$ cat src/rtl/fetch_buf.sv
// fetch_buf: instruction fetch address generator plus a small {pc, inst} queue
// that feeds the decode stage.
//
// Optional feature: define FETCH_BUF_BYPASS_EN to let a word that is fetched
// into an empty queue appear at the outputs in the same cycle. If the decode
// stage takes it in that cycle, the word never occupies a queue slot. In the
// default build the out_* outputs are driven only from queue registers.
module fetch_buf #(
    parameter logic [31:0] RESET_PC = 32'h0001_0000,
    parameter int          DEPTH    = 4
) (
    input  logic                     clk,
    input  logic                     rst,
    output logic [31:0]              imem_addr,
    output logic                     imem_req,
    input  logic                     imem_ack,
    input  logic [31:0]              imem_data,
    input  logic                     redirect,
    input  logic [31:0]              redirect_pc,
    output logic                     out_valid,
    input  logic                     out_ready,
    output logic [31:0]              out_inst,
    output logic [31:0]              out_pc,
    output logic [$clog2(DEPTH):0]   count
);

    localparam int DATA_W = 32;
    localparam int PTR_W  = $clog2(DEPTH);
    localparam int CNT_W  = PTR_W + 1;
    localparam logic [CNT_W-1:0] FULL = CNT_W'(DEPTH);

    generate
        if (DEPTH < 2 || (DEPTH & (DEPTH - 1)) != 0) begin : g_bad_depth
            $error("fetch_buf: DEPTH must be a power of two and at least 2");
        end
    endgenerate

    // Sequential fetch advances one 32-bit word; wraps silently at 2^32.
    function automatic logic [31:0] next_pc(input logic [31:0] pc);
        return pc + 32'd4;
    endfunction

    // Redirect targets are forced to word alignment.
    function automatic logic [31:0] align_pc(input logic [31:0] pc);
        return pc & ~32'h0000_0003;
    endfunction

    logic [31:0]       fetch_pc;
    logic [PTR_W-1:0]  rd_ptr;
    logic [PTR_W-1:0]  wr_ptr;
    logic [CNT_W-1:0]  occ;

    // Queue storage holds data only, so it carries no reset; the pointers and
    // occupancy decide what is valid.
    logic [31:0]       q_pc   [DEPTH];
    logic [DATA_W-1:0] q_inst [DEPTH];

    logic              q_nonempty;
    logic              q_pop;
    logic              push;
    logic              wr_en;

    assign imem_addr = fetch_pc;
    assign count     = occ;

    // Request/push/pop qualification. A pop out of a full queue frees the slot
    // that the same-cycle fetch fills, so the request may stay up at full.
    always_comb begin
        q_nonempty = (occ != '0);
        q_pop      = q_nonempty && out_ready && !redirect;
        imem_req   = rst && !redirect && ((occ != FULL) || q_pop);
        push       = imem_req && imem_ack;
    end

`ifdef FETCH_BUF_BYPASS_EN
    logic bypass;

    // Head selection with the empty-queue bypass; a bypassed word that the
    // decode stage accepts this cycle is not written into the queue.
    always_comb begin
        bypass    = push && !q_nonempty;
        wr_en     = push && !(bypass && out_ready);
        out_valid = q_nonempty || bypass;
        out_inst  = '0;
        out_pc    = '0;
        if (q_nonempty) begin
            out_inst = q_inst[rd_ptr];
            out_pc   = q_pc[rd_ptr];
        end else if (bypass) begin
            out_inst = imem_data;
            out_pc   = fetch_pc;
        end
    end
`else
    // Head selection from the queue registers only; outputs are zero when empty.
    always_comb begin
        wr_en     = push;
        out_valid = q_nonempty;
        out_inst  = '0;
        out_pc    = '0;
        if (q_nonempty) begin
            out_inst = q_inst[rd_ptr];
            out_pc   = q_pc[rd_ptr];
        end
    end
`endif

    // Control state: fetch address, pointers and occupancy. Redirect flushes
    // the queue and overrides any push or pop in the same cycle.
    always_ff @(posedge clk or negedge rst) begin
        if (!rst) begin
            fetch_pc <= RESET_PC;
            rd_ptr   <= '0;
            wr_ptr   <= '0;
            occ      <= '0;
        end else if (redirect) begin
            fetch_pc <= align_pc(redirect_pc);
            rd_ptr   <= '0;
            wr_ptr   <= '0;
            occ      <= '0;
        end else begin
            if (push) begin
                fetch_pc <= next_pc(fetch_pc);
            end
            if (wr_en) begin
                wr_ptr <= wr_ptr + PTR_W'(1);
            end
            if (q_pop) begin
                rd_ptr <= rd_ptr + PTR_W'(1);
            end
            case ({wr_en, q_pop})
                2'b10:   occ <= occ + CNT_W'(1);
                2'b01:   occ <= occ - CNT_W'(1);
                default: occ <= occ;
            endcase
        end
    end

    // Queue write port: captures the fetched word with the address it came from.
    always_ff @(posedge clk) begin
        if (wr_en) begin
            q_pc[wr_ptr]   <= fetch_pc;
            q_inst[wr_ptr] <= imem_data;
        end
    end

endmodule
$ cat config.mk
export PLATFORM = sky130hd
export DESIGN_NAME = fetch_buf
export DESIGN_NICKNAME = d
export VERILOG_FILES = /design/src/rtl/fetch_buf.sv
export SDC_FILE = /design/constraint.sdc
export NUM_CORES = 1
export LEC_CHECK = 0
export BUFFER_PORTS_ARGS = -buffer_cell sky130_fd_sc_hd__buf_2
export CAP_MARGIN = 40
export CORE_MARGIN = 3
export CORE_UTILIZATION = 55
export DETAILED_ROUTE_END_ITERATION = 16
export PLACE_DENSITY = 0.88
export SLEW_MARGIN = 30
export SYNTH_ARGS = -nofsm -noshare
export SYNTH_HDL_FRONTEND = slang
export SYNTH_SLANG_ARGS = --single-unit
$ cat constraint.sdc
create_clock -name clk -period 3.41 [get_ports clk]
set_input_delay 0.682 -clock clk [delete_from_list [all_inputs] [get_ports clk]]
set_output_delay 0.682 -clock clk [all_outputs]
set_load 0.05 [all_outputs]
# Yosys cells after proc, flatten, opt, wreduce, memory -nomap -nowiden
# Memory sizes are Yosys's and may differ from the RTL's.
# Cells that the tools add are included.
[op_classes] order_cmp=0 div_mod_pow=0 muxes=12 bitwise_logic=0 n_addsub=5 reduce_logical=11 eq_ne=3 mul=0 n_shift=0
[ops] op="two-way mux 32 bit" n=4
[ops] op="adder 32 x 3 -> 32 bit, second input constant" n=1
[ops] op="two-way mux 2 bit" n=4
[ops] op="case mux 3 bit (2 select lines)" n=1
[ops] op="nonzero test 3 bit" n=2
[ops] op="logical AND 1 bit" n=5
[ops] op="adder 2 x 1 -> 2 bit, second input constant" n=2
[ops] op="nonzero test 2 bit" n=2
[ops] op="adder 3 x 1 -> 3 bit, second input constant" n=1
[ops] op="two-way mux 3 bit" n=1
[ops] op="inequality test 3 bit, second input constant" n=1
[ops] op="subtractor 3 x 1 -> 3 bit, second input constant" n=1
[ops] op="equality test 2 x 1 -> 1 bit, second input constant" n=1
[ops] op="equality test 2 bit, second input constant" n=1
[ops] op="two-way mux 1 bit" n=2
[ops] op="zero test 1 bit" n=1
[ops] op="logical OR 1 bit" n=1
[totals] romBits=0 ramBits=256 regBits=39 latchBits=0 out_inout_bits=101 n_memories=2
[mem_list] name="q_inst" words=4 width=32 rd=1 rd_ports_with_merged_regs=0 write_ports=1 line_no="56" text="logic [DATA_W-1:0] q_inst [DEPTH];"
[mem_list] name="q_pc" words=4 width=32 rd=1 rd_ports_with_merged_regs=0 write_ports=1 line_no="55" text="logic [31:0] q_pc [DEPTH];"

# Depth between registers and ports, before layout
# Gate-level depths: netlist (run 1).
[depth] word_depth=9 ltp_mapped=10 depth_no_buf=9

# Worst setup path before layout (run 1)
# OpenSTA, ideal clock, no wires.
[synth_path] path_kind="register -> register" from="register occ[0], in the netlist count[0]" to="memory q_inst[0][0], enable pin" period_less_slack_ns=3.464 path_buffers=2 setup_time_ns=0.427 path_slack_ns=-0.054 t_arrival_ns=3.037 path_stages_with_launch=6 t_required_ns=2.983 cell_sequence="dfrtp_1 -> nor4b_4 -> nor3_4 -> buf_2 -> buf_2 -> and2_1"
[synth_via] elab_chain_cells=8 word_cells_on_any_way=9
[synth_lines] element="from (decl)" line_no="51" text="logic [CNT_W-1:0] occ;"
[synth_lines] element="from (signal assigned)" line_no="132" text="2'b10: occ <= occ + CNT_W'(1);"
[synth_lines] element="from (signal assigned)" line_no="133" text="2'b01: occ <= occ - CNT_W'(1);"
[synth_lines] element="nonzero test 3 bit" line_no="69" text="q_nonempty = (occ != '0);"
[synth_lines] element="logical AND 1 bit (2 in a row)" line_no="70" text="q_pop = q_nonempty && out_ready && !redirect;"
[synth_lines] element="logical OR 1 bit *" line_no="71" text="imem_req = rst && !redirect && ((occ != FULL) || q_pop);"
[synth_lines] element="logical AND 1 bit *" line_no="71"
[synth_lines] element="logical AND 1 bit *" line_no="72" text="push = imem_req && imem_ack;"
[synth_lines] element="two-way mux 1 bit *" line_no="141" text="if (wr_en) begin"
[synth_lines] element="two-way mux 1 bit (not written as such) *" line_no="143" text="q_inst[wr_ptr] <= imem_data;"
[synth_lines] element="to (decl)" line_no="56"
# Every way passes the cells marked *; elsewhere a longest branch is shown, timed or not.

# Worst setup path in the final report (run 1)
[layout_path] from="register rd_ptr[1]" to="output out_inst[16]"
[layout_via] elab_chain_cells=2
[layout_lines] element="from (decl)" line_no="49" text="logic [PTR_W-1:0] rd_ptr;"
[layout_lines] element="from (signal assigned)" line_no="129" text="rd_ptr <= rd_ptr + PTR_W'(1);"
[layout_lines] element="memory (4 x 32 bit)"
[layout_lines] element="two-way mux 32 bit" line_no="101" text="if (q_nonempty) begin"
[layout_lines] element="to (decl)" line_no="22" text="output logic [31:0] out_inst,"
# Every way passes these cells.

==> flow_summary.json, run 1 <==
{
  "drive_gt1_frac": 0.378,
  "grt_overflow_total": 0,
  "power.density_mw_per_mm2": 793,
  "cts_hold_buffers": 0,
  "cap_violations": 0,
  "drc": 0,
  "fin_nets": 891,
  "synth_top_area_frac": 0.644,
  "wirelength_microns": 24300,
  "worstReg2RegEnd": "count[2]$_DFFE_PN0P_",
  "grt_max_degree": 66,
  "fillerInstances": 1376,
  "rsz0062_at_grt": "false",
  "post-place-ws_ns": 0.728,
  "clock_skew_ns": 0.0170,
  "num_rows": 52,
  "drt_iter0_drc": 534,
  "hold_class": "in2async",
  "viasPerCell": 5.98,
  "ys_seq_area_frac": 0.724,
  "via_count": 6629,
  "setup-tns-final_ns": 0,
  "yosys-top-cells-area": "edfxtp_1 64%, mux4_2 12%, dfrtp_1 7.8%",
  "hpwlAfterDp_microns": 15300,
  "seq_area_sq_mm": 0.00838,
  "die_area_sq_mm": 0.0228,
  "cts_resized": 0,
  "synth-edff-count": 248,
  "setup_violations": 0,
  "pin_count": 170,
  "cts_max_path_buffers": 3,
  "core-area_sq_mm": 0.0204,
  "first_pass_iters": 5,
  "clk_pin_slew_worst_paths_ns": 0.06,
  "worst_slack_ns": 0.303,
  "synth_area_per_cell_sq_um": 18.3,
  "ys_types": 51,
  "clock-sinks": 285,
  "antenna_found_initial": 1,
  "crit_type": "reg2out",
  "synth_ff_type": "edfxtp_1",
  "status": "complete, no violations",
  "multi_input_area_sq_mm": 0.00304,
  "max_slew.worst_pin.slew_ns": 0.744,
  "cts_root_buf": "clkbuf_16",
  "cellLeakagePower_nw": 4.95,
  "worstPathRequired_ns": 2.73,
  "start_util": 0.566,
  "clock_latency_ns": 0.54,
  "yosys.area.top_type": "edfxtp_1",
  "die_w_microns": 151,
  "grt_pass1_wl_microns": 37400,
  "drt-wirelength-per-cell_microns": 21.9,
  "globalplace.congestion": 0.861,
  "crit_fanout": 32,
  "netlist_instances": 634,
  "r2r_cells": 9,
  "cts-buffers-inserted": 29,
  "syn2layout_area_growth_pct": 19.0,
  "synth-seq-cells": 285,
  "period_needed_ns": 3.11,
  "drv_slew": 0,
  "cts_setup_buffers": 0,
  "detail-route-antenna-nets": 0,
  "max_freq_ghz": 0.322,
  "io_buffers": 163,
  "die_y_microns": 151,
  "r2r_slack_ns": 1.06,
  "max-vdd-ir-drop_uv": 826,
  "grt.total_usage": 0.214,
  "async_flop_share": 0.130,
  "crit_arrival_ns": 2.43,
  "htreeDepth": 1,
  "hold_violations": 0,
  "min_period_over_period": 0.911,
  "r2r-start": "count[0]$_DFFE_PN0P_",
  "syn-cell-area_sq_mm": 0.0116,
  "critPathLaunchType": "flop",
  "yosys_warnings": 0,
  "end_kind": "primary output",
  "yosysMostFrequentCell": "edfxtp_1",
  "cts_tree": "yes",
  "max_slew_margin": 0.502,
  "synthTopCellsByCount": "248 x edfxtp_1, 68 x and2_1, 62 x mux4_2, 36 x dfrtp_1, 36 x nand2_1",
  "grt_pass1_vias": 6526,
  "diodes": 0
}
## final cells by class
cell class,count,area share
clock inverters,24,0.0150
inverters,4,0.00109
clock buffers,30,0.0530
repair buffers,183,0.0765
flip-flops and latches,285,0.609
multi-input cells,313,0.221
well taps,270,0.0245
## metrics by stage
stage	cells	total power [mW]	hold WS, ns	util	cell area (sq um)
finish	1109	10.9	0.211	0.674	13800
global route	1109	11.4	0.230	0.674	13800
CTS	1109	11.0	0.202	0.674	13800
detailed placement	1055	7.96	0.566	0.628	12800
global placement	1055	7.90	0.552	0.628	12800
floorplan	637	7.03	0.386	-	11600
## flip-flops by register name (all words and copies together), names as in the netlist
| name | cells |
|---|---|
| wr_ptr | 2 |
| q_inst | 128 |
| rd_ptr | 2 |
| count | 3 |
| q_pc | 120 |
| imem_addr | 30 |
## worst max-delay path, cell delays in order (launching register included)
cell and delay [ns]:
dfrtp_4 0.77, buf_4 0.37, mux4_2 0.35, and2_1 0.18, buf_2 0.21
## cells in the final DEF, fill, tap and decap left out, types with 6 or more instances in the layout
cell type / instances
o211ai_1: 13
nand4_1: 10
mux4_2: 62
clkbuf_16: 29
nor2_1: 16
buf_12: 7
clkinv_2: 12
nand3_1: 20
o311ai_1: 7
nand2_1: 36
buf_4: 13
buf_2: 163
o21ai_1: 11
a221o_1: 6
and2_1: 64
xor2_1: 7
edfxtp_1: 248
dfrtp_1: 34
## kinds of logic after synthesis
| logic type | Yosys count | synth area share |
|---|---|---|
| AOI/OAI and AO/OA | 54 | 0.0343 |
| xor gates and xnor gates | 9 | 0.00681 |
| adders and majority gates | 6 | 0.00714 |
| buffers and inverters | 39 | 0.0151 |
| DFF | 285 | 0.724 |
| muxes | 64 | 0.122 |
| other | 1 | 0.000324 |
| and+or+nand+nor | 176 | 0.0902 |
## metal layers
layer	track usage	vias up	routed length, microns
met5	0	-	13
met4	0.0471	2	316
met3	0.0428	30	2050
met2	0.345	312	12000
met1	0.310	3388	9940
li1	-	2897	-
## worst max-delay path by stage
stage	start	to	slack (ns)
after floorplan	redirect	imem_req	0.26
after global placement	out_ready	count[2]$_DFFE_PN0P_	0.74
after detailed placement	out_ready	count[1]$_DFFE_PN0P_	0.73
after CTS	rd_ptr[1]$_DFFE_PN0P_	out_inst[16]	0.25
after global routing	rd_ptr[1]$_DFFE_PN0P_	out_inst[16]	0.20
final	rd_ptr[1]$_DFFE_PN0P_	out_inst[16]	0.30
## report_power, final
group	switching, mW	leakage (nW)	internal, mW
Clock	1.29	0.467	1.78
Sequential	0.198	2.70	3.94
Combinational	2.58	1.78	1.12
Total	4.06	4.95	6.85
Note: power is estimated with default switching activity, not from simulation.
==> run 2: changes to the inputs <==
- GPL_TIMING_DRIVEN: unset -> 0
==> run 2 against run 1 <==
  * Hold slack got worse by 0.17 ns
  * Die area stayed put
  * Sequential share of layout area up 0.31 points
  * Clock power down 8.8%
  * Sequential power shrank 1%
  * First-iteration DRC count fell by 11%
  * Critical path depth increased by 1
  * Global-route usage rose by 0.14 points
  * Clock-buffer cell count is 7 higher
  * Flip-flop and latch count is the same
  * Wire length up 0.13%
==> flow_summary.json, run 2 (synthesis results as in run 1) <==
{
  "status": "complete, no violations",
  "worstPathRequired_ns": 2.73,
  "fin_nets": 909,
  "crit_fanout": 10,
  "cts-buffers-inserted": 29,
  "max-vdd-ir-drop_uv": 464,
  "hold_violations": 0,
  "pin_count": 170,
  "drt_iter0_drc": 477,
  "dpl.cell_count": 1074,
  "setup-tns-final_ns": 0,
  "htreeDepth": 1,
  "top_register": "q_inst",
  "drive_gt1_frac": 0.353,
  "rsz0062_at_grt": "true",
  "clock-sinks": 285,
  "io_buffers": 162,
  "clock_skew_ns": 0.0120,
  "first_pass_iters": 5,
  "end_kind": "primary output",
  "cts_max_path_buffers": 3,
  "num_rows": 52,
  "critPathLaunchType": "flop",
  "layout_commonest_cell": "edfxtp_1",
  "crit_top_cell": "clkbuf_1",
  "die_w_microns": 151,
  "start_util": 0.566,
  "grt_pass1_vias": 6615,
  "cap_violations": 0,
  "hpwlAfterDp_microns": 16000,
  "grt.total_usage": 0.216,
  "diodes": 0,
  "detail-route-antenna-nets": 0,
  "antenna_found_initial": 0,
  "period_needed_ns": 3.34,
  "grt_max_degree": 40,
  "r2r_slack_ns": 0.77,
  "die_y_microns": 151,
  "die_area_sq_mm": 0.0228,
  "max_freq_ghz": 0.300,
  "largest_register_ffs": 128,
  "power.density_mw_per_mm2": 780,
  "max_slew.worst_pin.slew_ns": 0.802,
  "via_count": 6525,
  "drc": 0,
  "mostFrequentLayoutCells": "248 x edfxtp_1, 172 x buf_2, 64 x and2_1, 62 x mux4_2",
  "max_slew_margin": 0.464,
  "setup_violations": 0,
  "cts_setup_buffers": 0,
  "drt-wirelength-per-cell_microns": 21.7,
  "fillerInstances": 1396,
  "path_cells": "clkbuf_1 > clkbuf_1 > mux4_2 > and2_1 > buf_2",
  "clock_latency_ns": 0.53,
  "min_period_over_period": 0.979,
  "viasPerCell": 5.81,
  "grt_pass1_wl_microns": 37600,
  "cts_root_buf": "clkbuf_16",
  "globalplace.congestion": 0.909,
  "core-area_sq_mm": 0.0204,
  "cts_tree": "yes",
  "drv_slew": 0,
  "wirelength_microns": 24400,
  "crit_type": "reg2out",
  "critPathBufInv": 3,
  "cellLeakagePower_nw": 4.92,
  "crit_arrival_ns": 2.66,
  "grt_overflow_total": 0,
  "final-instance-count-excl-fill": 1123,
  "clk_pin_slew_worst_paths_ns": 0.06,
  "slowest_stage": "clkbuf_1",
  "hold_class": "in2async",
  "cp_top_family": "buffers and inverters",
  "syn2layout_area_growth_pct": 18.3,
  "cpPeakStageDelay_ns": 0.56
}
## run 2: changes by cell type in the layout (fill, tap and decap cells not counted), moves of 3 or more
cell,delta
clkinv_1,+4
buf_2,+9
clkbuf_1,+20
buf_12,-3
buf_4,-9
clkinv_2,-8
clkbuf_2,+3
buf_1,+3
## run 2: layout make-up
class / instances / area (sq um) / area share
tap: 270 / 338 / 0.0247
inverter: 4 / 15.0 / 0.00110
buffer: 34 / 163 / 0.0119
clock buffer: 37 / 756 / 0.0552
sequential: 285 / 8370 / 0.612
timing repair buffer: 167 / 918 / 0.0671
clock inverter: 13 / 80.1 / 0.00585
multi-input combinational: 313 / 3040 / 0.222
## run 2: routing by layer
layer  vias up  track usage  part of all wire
met5         -            0                 0
met4         0       0.0508             0.016
met3        33       0.0368             0.097
met2       345        0.338              0.48
met1      3225        0.323              0.41
li1       2922            -                 -
## run 2: worst paths after layout
check	startpoint	endpoint	cells after the start
setup / recovery	rd_ptr[1]$_DFFE_PN0P_	out_pc[28]	5
min in group clk	redirect_pc[3]	imem_addr[3]$_DFFE_PN0N_	3
max in group asynchronous	rst	imem_addr[16]$_DFFE_PN1N_	2
hold reg to reg	wr_ptr[0]$_DFFE_PN0N_	wr_ptr[0]$_DFFE_PN0N_	1
setup reg to reg	count[0]$_DFFE_PN0P_	q_inst[0][11]$_DFFE_PP_	6
hold / removal	rst	imem_addr[2]$_DFFE_PN0N_	1
## run 2: what timing repair did
action,4_1_cts,5_1_grt
hold buffers,0,0
setup endpoints to repair,42,31
gates resized for setup,3,2
endpoints found under the hold margin,0,0
## run 2: power by group
part | internal [mW] | switching, mW | total (mW)
registers | 3.94 | 0.143 | 4.08
logic | 1.11 | 2.68 | 3.79
clock network | 1.62 | 1.18 | 2.80
## run 2: stage by stage
| step | util | setup WS, ns | hold WS (ns) | cell area, sq um | power, mW |
|---|---|---|---|---|---|
| floorplan | - | 0.258 | 0.386 | 11600 | 7.03 |
| global placement | 0.623 | -1.01 | 0.546 | 12700 | 7.94 |
| detailed placement | 0.629 | -0.00150 | 0.592 | 12800 | 8.00 |
| CTS | 0.670 | 0.00483 | 0.0348 | 13700 | 10.8 |
| global route | 0.670 | -0.0932 | 0.0473 | 13700 | 11.1 |
| finish | 0.670 | 0.0721 | 0.0445 | 13700 | 10.7 |
==> run 3: changes to the inputs <==
- CELL_PAD_IN_SITES_DETAIL_PLACEMENT: unset -> 1
- CELL_PAD_IN_SITES_GLOBAL_PLACEMENT: unset -> 1
- CORE_UTILIZATION: 55 -> 48
- PLACE_DENSITY: 0.88 -> 0.9
==> run 3 against run 2 <==
  * Sequential share of layout area shrank 1.1 points
  * Non-clock buffer count did not move
  * Critical endpoint is now out_inst[23]
  * Cell area grew 1.8%
  * Total power up 5.2%
  * Largest cell class unchanged
  * Critical path depth is the same
  * Setup slack improved by 0.12 ns
  * Critical path type unchanged
  * Flip-flop and latch count is the same
  * Highest routed layer is now met5
  * Wire length is 15% higher
==> flow_summary.json, run 3 (synthesis results as in run 1) <==
{
  "cts_hold_buffers": 0,
  "wirelength_microns": 28000,
  "via_count": 6681,
  "power.density_mw_per_mm2": 806,
  "placed_area_sq_mm": 0.0129,
  "dpl.cell_count": 1123,
  "period_needed_ns": 3.22,
  "end_kind": "primary output",
  "cellLeakagePower_nw": 5.00,
  "design_area_sq_mm": 0.0139,
  "mostFrequentLayoutCells": "248 x edfxtp_1, 172 x buf_2, 64 x and2_1, 62 x mux4_2",
  "final-instance-count-excl-fill": 1174,
  "cts_root_buf": "clkbuf_16",
  "cap_violations": 0,
  "first_pass_iters": 5,
  "hpwlAfterDp_microns": 18700,
  "die_y_microns": 161,
  "top_register": "q_inst",
  "crit_arrival_ns": 2.54,
  "hold_violations": 0,
  "grt_pass1_wl_microns": 43500,
  "drv_slew": 0,
  "cts_tree": "yes",
  "slowest_stage": "clkbuf_1",
  "path_cells": "clkbuf_1 > clkbuf_2 > mux4_2 > and2_1 > buf_2",
  "antenna_found_initial": 1,
  "clock-sinks": 285,
  "met1_length_microns": 11800,
  "num_rows": 56,
  "clock_skew_ns": 0.0221,
  "max_slew_margin": 0.476,
  "die_area_sq_mm": 0.0260,
  "core-area_sq_mm": 0.0236,
  "crit_type": "reg2out",
  "post-place-ws_ns": 0.0385,
  "grt_overflow_total": 0,
  "crit_fanout": 10,
  "cts_resized": 5,
  "drt-wirelength-per-cell_microns": 23.9,
  "min_period_over_period": 0.944,
  "drive_gt1_frac": 0.373,
  "cpPeakStageDelay_ns": 0.49,
  "viasPerCell": 5.69,
  "max_freq_ghz": 0.311,
  "met3WireLength_microns": 1680,
  "worstPathRequired_ns": 2.73,
  "max-vdd-ir-drop_uv": 509,
  "cp_top_family": "buffers and inverters",
  "grt.total_usage": 0.217,
  "pin_count": 170,
  "cts_max_path_buffers": 3,
  "grt_pass1_vias": 7284,
  "cts-buffers-inserted": 28,
  "clk_pin_slew_worst_paths_ns": 0.06,
  "drc": 0,
  "clock_latency_ns": 0.54,
  "top_layer": "met5",
  "hold_class": "in2async",
  "fin_nets": 908,
  "die_w_microns": 161,
  "diodes": 0,
  "globalplace.congestion": 0.820,
  "setup-tns-final_ns": 0,
  "io_buffers": 162,
  "worst_slack_ns": 0.191,
  "cts_setup_buffers": 0,
  "setup_violations": 0,
  "critPathBufInv": 3,
  "fillerInstances": 2179,
  "syn2layout_area_growth_pct": 20.4,
  "drt_iter0_drc": 555,
  "htreeDepth": 1,
  "rsz0062_at_grt": "false",
  "met2_length_microns": 14200,
  "detail-route-antenna-nets": 0,
  "largest_register_ffs": 128,
  "layout_commonest_cell": "edfxtp_1",
  "critPathLaunchType": "flop",
  "start_util": 0.490,
  "whs_ns": 0.0545,
  "status": "complete, no violations",
  "max_slew.worst_pin.slew_ns": 0.779,
  "grt_max_degree": 39
}
## run 3: changes by cell type in the layout (fill, tap and decap cells not counted), moves of 3 or more
cell	change
bufinv_16	+4
clkbuf_1	-9
clkbuf_2	+3
clkbuf_8	+4
clkinv_1	-5
clkinvlp_4	+5
## run 3: stage by stage
| stage | utilization | power [mW] |
|---|---|---|
| 2_1_floorplan | - | 7.03 |
| 3_3_place_gp | 0.542 | 7.97 |
| 3_5_place_dp | 0.547 | 8.06 |
| 4_1_cts | 0.590 | 11.3 |
| 5_1_grt | 0.590 | 11.7 |
| 6_report | 0.590 | 11.2 |
## run 3: report_power, final
group          internal (mW)  switching [mW]
Combinational           1.12            2.72
Clock                   2.01            1.28
Sequential              3.94           0.153
Total                   7.07            4.15
## run 3: area by class of cell
cell class | count | area, sq um | area share
Tap cell | 319 | 399 | 0.0286
Timing Repair Buffer | 167 | 918 | 0.0659
Buffer | 34 | 166 | 0.0119
Multi-Input combinational cell | 313 | 3050 | 0.219
Clock inverter | 18 | 228 | 0.0163
Clock buffer | 34 | 785 | 0.0563
Sequential cell | 285 | 8370 | 0.601
Inverter | 4 | 15.0 | 0.00108
## run 3: path summary, 6_finish.rpt
path / from / endpoint / depth (start not counted) / slack (ns)
setup / recovery: rd_ptr[1]$_DFFE_PN0P_ / out_inst[23] / 5 / 0.19
hold / removal: rst / imem_addr[5]$_DFFE_PN0N_ / 1 / 0.05
setup reg to reg: count[0]$_DFFE_PN0P_ / q_inst[3][14]$_DFFE_PP_ / 6 / 0.58
hold reg to reg: wr_ptr[0]$_DFFE_PN0N_ / wr_ptr[0]$_DFFE_PN0N_ / 1 / 0.60
max in group asynchronous: rst / imem_addr[22]$_DFFE_PN0N_ / 2 / 2.88
min in group clk: redirect_pc[3] / imem_addr[3]$_DFFE_PN0N_ / 3 / 0.35
## run 3: routing by layer
layer	vias up	track usage
met4	2	0.0368
met2	242	0.380
li1	2919	-
met1	3485	0.296
met5	-	0
met3	33	0.0351
